<file path="src/rtl/instr_fetch_unit_pkg.sv">
// Shared definitions for the instruction fetch unit: FSM state encoding,
// next-PC select codes, the NOP word and the opcode constants the decoder
// understands (R, I, I-load, S, B).
package instr_fetch_unit_pkg;

  typedef enum logic [1:0] {
    S_IDLE  = 2'd0,
    S_FETCH = 2'd1,
    S_HOLD  = 2'd2,
    S_FLUSH = 2'd3
  } ifu_state_e;

  typedef enum logic [1:0] {
    PC_KEEP   = 2'd0,
    PC_INC    = 2'd1,
    PC_TARGET = 2'd2,
    PC_PEND   = 2'd3
  } pc_sel_e;

  localparam logic [31:0] IFU_NOP  = 32'h0000_0013;

  localparam logic [6:0]  OPC_R    = 7'b0110011;
  localparam logic [6:0]  OPC_I    = 7'b0010011;
  localparam logic [6:0]  OPC_LOAD = 7'b0000011;
  localparam logic [6:0]  OPC_S    = 7'b0100011;
  localparam logic [6:0]  OPC_B    = 7'b1100011;

  function automatic logic opcode_is_legal(input logic [6:0] op);
    logic legal;
    legal = 1'b0;
    case (op)
      OPC_R, OPC_I, OPC_LOAD, OPC_S, OPC_B: legal = 1'b1;
      default:                              legal = 1'b0;
    endcase
    return legal;
  endfunction

endpackage

</file>
<file path="src/rtl/instr_fetch_unit_pc_gen.sv">
// Program counter generator: holds the PC and the pending redirect target,
// forces targets to word alignment and picks the next PC from the FSM's
// select code (keep / +4 / redirect target / pending target).
module ifu_pc_gen
  import instr_fetch_unit_pkg::*;
#(
  parameter logic [31:0] RESET_PC = 32'h0000_0000
) (
  input  logic        i_clk,
  input  logic        i_rst,
  input  logic [1:0]  i_PcSel,
  input  logic        i_PendWr,
  input  logic [31:0] i_Target,
  output logic [31:0] o_PC
);

  logic [31:0] pc_q, pc_d;
  logic [31:0] pend_q, pend_d;
  logic [31:0] target_aligned;
  logic [31:0] reset_pc_aligned;

  assign target_aligned   = {i_Target[31:2], 2'b00};
  assign reset_pc_aligned = {RESET_PC[31:2], 2'b00};

  // Next-PC mux; the +4 wraps naturally modulo 2^32.
  always_comb begin
    pc_d = pc_q;
    case (pc_sel_e'(i_PcSel))
      PC_KEEP:   pc_d = pc_q;
      PC_INC:    pc_d = pc_q + 32'd4;
      PC_TARGET: pc_d = target_aligned;
      PC_PEND:   pc_d = pend_q;
      default:   pc_d = pc_q;
    endcase
    pend_d = i_PendWr ? target_aligned : pend_q;
  end

  // PC and pending-target registers.
  always_ff @(posedge i_clk) begin
    if (i_rst) begin
      pc_q   <= reset_pc_aligned;
      pend_q <= reset_pc_aligned;
    end else begin
      pc_q   <= pc_d;
      pend_q <= pend_d;
    end
  end

  assign o_PC = pc_q;

endmodule

</file>
<file path="src/rtl/instr_fetch_unit.sv">
// Instruction fetch unit: single-outstanding word fetch, holds the fetched
// instruction until the core accepts it, handles execute-stage redirects
// (including discarding a response that is already in flight).
// Optional feature: define IFU_OPCODE_CHECK_EN to add o_IllegalOp.
//
// Handshakes: memory side keeps o_IMemReq high with o_IMemAddr stable until
// the edge where i_IMemAck=1 (data valid that same cycle); ack is ignored
// while no request is up. Core side transfers on an edge where
// o_InstValid=1 and i_InstReady=1.
module instr_fetch_unit
  import instr_fetch_unit_pkg::*;
#(
  parameter logic [31:0] RESET_PC = 32'h0000_0000,
  parameter logic [31:0] NOP_INST = IFU_NOP
) (
  input  logic        i_clk,
  input  logic        i_rst,
  output logic        o_IMemReq,
  output logic [31:0] o_IMemAddr,
  input  logic        i_IMemAck,
  input  logic [31:0] i_IMemData,
  output logic        o_InstValid,
  input  logic        i_InstReady,
  output logic [31:0] o_Inst,
  output logic [6:0]  o_OPCode,
  output logic [31:0] o_PC,
  input  logic        i_Redirect,
  input  logic [31:0] i_RedirectPC,
  output logic [1:0]  o_DbgState
`ifdef IFU_OPCODE_CHECK_EN
  ,
  output logic        o_IllegalOp
`endif
);

  ifu_state_e  state_q;
  logic        req_q;
  logic        valid_q;
  logic [31:0] inst_q;
  logic [31:0] pc;
  pc_sel_e     pc_sel;
  logic        pend_wr;
  logic        inst_latch;
  logic        inst_release;

  // Next-PC control and latch/release strobes from the current state.
  always_comb begin
    pc_sel       = PC_KEEP;
    pend_wr      = 1'b0;
    inst_latch   = 1'b0;
    inst_release = 1'b0;
    case (state_q)
      S_IDLE: begin
        if (i_Redirect) pc_sel = PC_TARGET;
      end
      S_FETCH: begin
        if (i_IMemAck) begin
          if (i_Redirect) pc_sel = PC_TARGET;
          else            inst_latch = 1'b1;
        end else if (i_Redirect) begin
          pend_wr = 1'b1;
        end
      end
      S_HOLD: begin
        if (i_Redirect) begin
          pc_sel       = PC_TARGET;
          inst_release = 1'b1;
        end else if (i_InstReady) begin
          pc_sel       = PC_INC;
          inst_release = 1'b1;
        end
      end
      S_FLUSH: begin
        // A redirect here replaces the pending target; if the stale ack
        // lands in the same cycle the newest target is used directly.
        if (i_Redirect) pend_wr = 1'b1;
        if (i_IMemAck)  pc_sel  = i_Redirect ? PC_TARGET : PC_PEND;
      end
      default: ;
    endcase
  end

  ifu_pc_gen #(
    .RESET_PC (RESET_PC)
  ) u_pc_gen (
    .i_clk    (i_clk),
    .i_rst    (i_rst),
    .i_PcSel  (pc_sel),
    .i_PendWr (pend_wr),
    .i_Target (i_RedirectPC),
    .o_PC     (pc)
  );

  // Fetch FSM with registered request / valid / instruction outputs.
  always_ff @(posedge i_clk) begin
    if (i_rst) begin
      state_q <= S_IDLE;
      req_q   <= 1'b0;
      valid_q <= 1'b0;
      inst_q  <= NOP_INST;
    end else begin
      case (state_q)
        S_IDLE: begin
          state_q <= S_FETCH;
          req_q   <= 1'b1;
        end
        S_FETCH: begin
          if (inst_latch) begin
            state_q <= S_HOLD;
            req_q   <= 1'b0;
            valid_q <= 1'b1;
            inst_q  <= i_IMemData;
          end else if (!i_IMemAck && i_Redirect) begin
            state_q <= S_FLUSH;
          end
        end
        S_HOLD: begin
          if (inst_release) begin
            state_q <= S_FETCH;
            req_q   <= 1'b1;
            valid_q <= 1'b0;
            inst_q  <= NOP_INST;
          end
        end
        S_FLUSH: begin
          if (i_IMemAck) state_q <= S_FETCH;
        end
        default: begin
          state_q <= S_IDLE;
          req_q   <= 1'b0;
          valid_q <= 1'b0;
          inst_q  <= NOP_INST;
        end
      endcase
    end
  end

`ifdef IFU_OPCODE_CHECK_EN
  logic ill_q;

  // Illegal-opcode flag, captured alongside the instruction and cleared when
  // the instruction is released.
  always_ff @(posedge i_clk) begin
    if (i_rst || inst_release) ill_q <= 1'b0;
    else if (inst_latch)       ill_q <= !opcode_is_legal(i_IMemData[6:0]);
  end

  assign o_IllegalOp = ill_q;
`endif

  assign o_IMemReq   = req_q;
  assign o_IMemAddr  = pc;
  assign o_PC        = pc;
  assign o_InstValid = valid_q;
  assign o_Inst      = inst_q;
  assign o_OPCode    = inst_q[6:0];
  assign o_DbgState  = state_q;

endmodule

</file>
<file path="config.mk">
export PLATFORM = sky130hd
export DESIGN_NAME = instr_fetch_unit
export DESIGN_NICKNAME = d
export VERILOG_FILES = /design/src/rtl/instr_fetch_unit_pkg.sv /design/src/rtl/instr_fetch_unit_pc_gen.sv /design/src/rtl/instr_fetch_unit.sv
export SDC_FILE = /design/constraint.sdc
export NUM_CORES = 1
export LEC_CHECK = 0
export CAP_MARGIN = 10
export CORE_MARGIN = 8
export CORE_UTILIZATION = 47
export CTS_CLUSTER_SIZE = 40
export DETAILED_ROUTE_END_ITERATION = 7
export GPL_ROUTABILITY_DRIVEN = 0
export HOLD_SLACK_MARGIN = 0.06
export PLACE_DENSITY = 0.83
export SLEW_MARGIN = 30
export SYNTH_ARGS = -nofsm -noshare
export SYNTH_HDL_FRONTEND = slang
export SYNTH_SLANG_ARGS = --single-unit
export TNS_END_PERCENT = 100
</file>
<file path="constraint.sdc">
create_clock -name i_clk -period 2.7 [get_ports i_clk]
set_clock_uncertainty 0.05 [all_clocks]
set_input_delay 0.405 -clock i_clk [delete_from_list [all_inputs] [get_ports i_clk]]
set_output_delay 0.405 -clock i_clk [all_outputs]
set_load 0.02 [all_outputs]
</file>
==> metrics.csv <==
metric,value,unit
tightest_slew,576,ps
synth.area.top_cells,"dfxtp_1 (39%), nand2_1 (9.3%), a21oi_1 (8.6%)",
dieArea,14100,um2
synth-seq-area-share,38.9,%
path_class,reg -> reg,
status,"complete, no violations",
utilization,65.0,%
hold_class,in -> reg,
r2r_slack,490,ps
place_area,6420,um2
p_leak,2.35,nW
max_cap_violations,0,
h-tree-depth,3,
clock_sinks,96,
synth-main-ff-cell,dfxtp_1,
netSwitchingPower,0.000997,W
cp_max_fo,31,
synth_edf_count,0,
first_global_vias,5140,
cts_inserted_buffers,9,
r2r-start,o_DbgState[0],
syn-cell-area,4950,um2
period_share,81.9,%
num_antenna_cells,0,
area_growth,35.2,%
critPathRequiredTime,2960,ps
grt_pass1_wl,25.5,mm
drt_iter0_drc,517,
cts_tree,yes,
setup_viol,0,
cts.clk_slew.worst_paths,90,ps
ff_latch_area,1920,um2
peakVddDrop,0.000309,V
nFillCells,841,
ys_warn_count,0,
grt_usage,21.6,%
post-dp-hpwl,11.2,mm
vias_per_cell,5.76,
wirelength,15.6,mm
rsz0062_at_grt,no,
crit_slowest_cell,dfxtp_1,
wl_per_cell,17.4,um
ys_types,60,
core,10300,um2
setup_tns,0,ps
final_cells,899,
synth_top_area_share,38.9,%
r2r_cells,5,
overflow,0,
die_w,119,um
ys_async_sr_fraction,0,%
clock.fmax,452,MHz
clockRootBuffer,clkbuf_8,
synth_top_cell_by_area,dfxtp_1,
fin_crit,2210,ps
routed-via-count,5175,
insertion_delay,360,ps
hold_viol,0,
fin_nets,828,
ctsResizeCount,0,
endpoint_kind,flop,
slew_headroom,61.6,%
cts_buffer_depth,2,
dieHeight,119,um
cpPeakStageDelay,580,ps
postCtsSetupBuffers,0,
combinationalPowerShare,21.5,%
worstPathCellList,mux2i_1 > or2_4 > nor3_1 > a2111oi_0 > o21a_1,
io_pins,176,
drive_gt1_share,6.03,%
synth_area_per_cell,7.63,um2
crit_end,u_pc_gen.o_PC[18],
cp_data_arrival_time,2470,ps
dp_cells,883,
swShare,27.7,%
initial_core_util,48.1,%
hold_buffers,0,
power_density,537,nW/um2
reg2reg_to,u_pc_gen.o_PC[18],
multiInputGateArea,2450,um2
drc,0,
startpoint,o_DbgState[0],
antenna_found_initial,0,
drt_pass1_iterations,5,
final_max_slew_viol_count,0,
p_int,0.00260,W
pwr-share-clk,34.4,%
grt_max_degree,35,
synth_cells,648,
final_antenna_net_count,0,
ys_ff_latch,96,
port_buffers,169,
finish.instance_area,6690,um2
num_rows,37,
pwr-share-seq,44.2,%
worstSetupStartpointType,flop,
sequential cells by signal, indices dropped and copies added, names as in the netlist:
register and cells:
o_Inst 32, u_pc_gen.o_PC 30, u_pc_gen.pend_q 30, o_DbgState 2, o_IMemReq 1, o_InstValid 1
synthesized netlist by cell type, types with 3 or more instances:
cell,number
nand2_1,122
dfxtp_1,96
a21oi_1,85
buf_4,45
nand3_1,42
o21ai_0,37
nor3_1,32
nor2_1,26
clkbuf_1,22
buf_2,16
inv_1,8
nand4_1,8
a211oi_1,7
o211a_1,7
a22o_1,5
and3_1,5
and4_1,5
buf_1,5
o221ai_1,5
a221oi_1,4
a221o_1,3
a2bb2oi_1,3
a311oi_1,3
a31oi_1,3
and2_1,3
o211ai_1,3
xnor2_1,3
placed cells by master (no fill, tap or decap), drive strengths merged, types with 3 or more instances in the layout:
cell type      instances
o21ai                 37
clkbuf                10
clkdlybuf4s50        168
inv                    8
a31oi                  3
or2                    4
buf                   19
o221ai                 5
dfxtp                 96
a21oi                 85
o211a                  7
a311oi                 3
nand4                  8
bufinv                 4
nand2                123
a211oi                 7
o211ai                 3
and2                   3
a2bb2oi                3
nor3                  34
nor2                  26
a22o                   5
a221oi                 4
xnor2                  3
and4                   5
conb                   4
nand3                 42
and3                   6
a221o                  3
cell type report:
type                            instances  area share, %
Multi-Input combinational cell        456           36.6
Sequential cell                        96           28.7
Timing Repair Buffer                  187           27.6
Tap cell                              136           2.55
Clock inverter                          6           1.95
Clock buffer                           10           2.06
Inverter                                8          0.449
how the worst min path moves through the flow:
stage	start	to	slack, ps	cells past startpoint
floorplan	u_pc_gen.pend_q[16]	u_pc_gen.pend_q[16]	380	2
global placement	u_pc_gen.pend_q[21]	u_pc_gen.pend_q[21]	390	2
detailed placement	u_pc_gen.pend_q[4]	u_pc_gen.pend_q[4]	400	2
CTS	i_rst	u_pc_gen.pend_q[18]	390	2
global route	i_rst	u_pc_gen.pend_q[29]	400	2
finish	i_rst	u_pc_gen.pend_q[18]	400	2
stage by stage:
step	total power [W]	hold slack, ps	setup WS, ps
floorplan	0.00205	384	780
detailed placement	0.00239	398	179
global route	0.00374	398	311
global placement	0.00236	392	277
CTS	0.00361	387	495
finish	0.00359	402	489
power groups by stage:
stage / combinational [W] / clock, W / sequential, W
final: 0.000771 / 0.00124 / 0.00159
after global routing: 0.000830 / 0.00131 / 0.00160
after CTS: 0.000773 / 0.00125 / 0.00158
after global placement: 0.000754 / 0 / 0.00161
after floorplan: 0.000387 / 0 / 0.00167
after detailed placement: 0.000770 / 0 / 0.00162
critical path, delay by kind of cell, from the launching register on:
kind	cells	cell delay [ps]
simple gates	2	540
compound gates	2	620
flops	1	580
mux	1	370
per-layer routing:
layer	share of wire [%]	vias to the layer above	wire [um]	track usage (%)
li1	-	2476	-	-
met1	38	2386	6010	24.9
met2	48	289	7440	35.3
met3	13	24	1980	9.42
met4	1.3	0	208	6.72
met5	0	-	0	0
cells by family (layout without fill, tap and decap cells):
logic type               Yosys count  in the layout  share of synthesized area, %
XOR/XNOR                           3              3                         0.531
other                              1              4                        0.0758
flip-flops                        96             96                          38.9
buffers and inverters             99            211                          11.9
AO/OA/AOI/OAI                    186            186                          23.6
multiplexers                       1              1                         0.202
AND/OR/NAND/NOR                  261            261                          24.7
adder cells (fa/ha/maj)            1              1                         0.253
No activity file was read; power rests on OpenSTA's default activity.
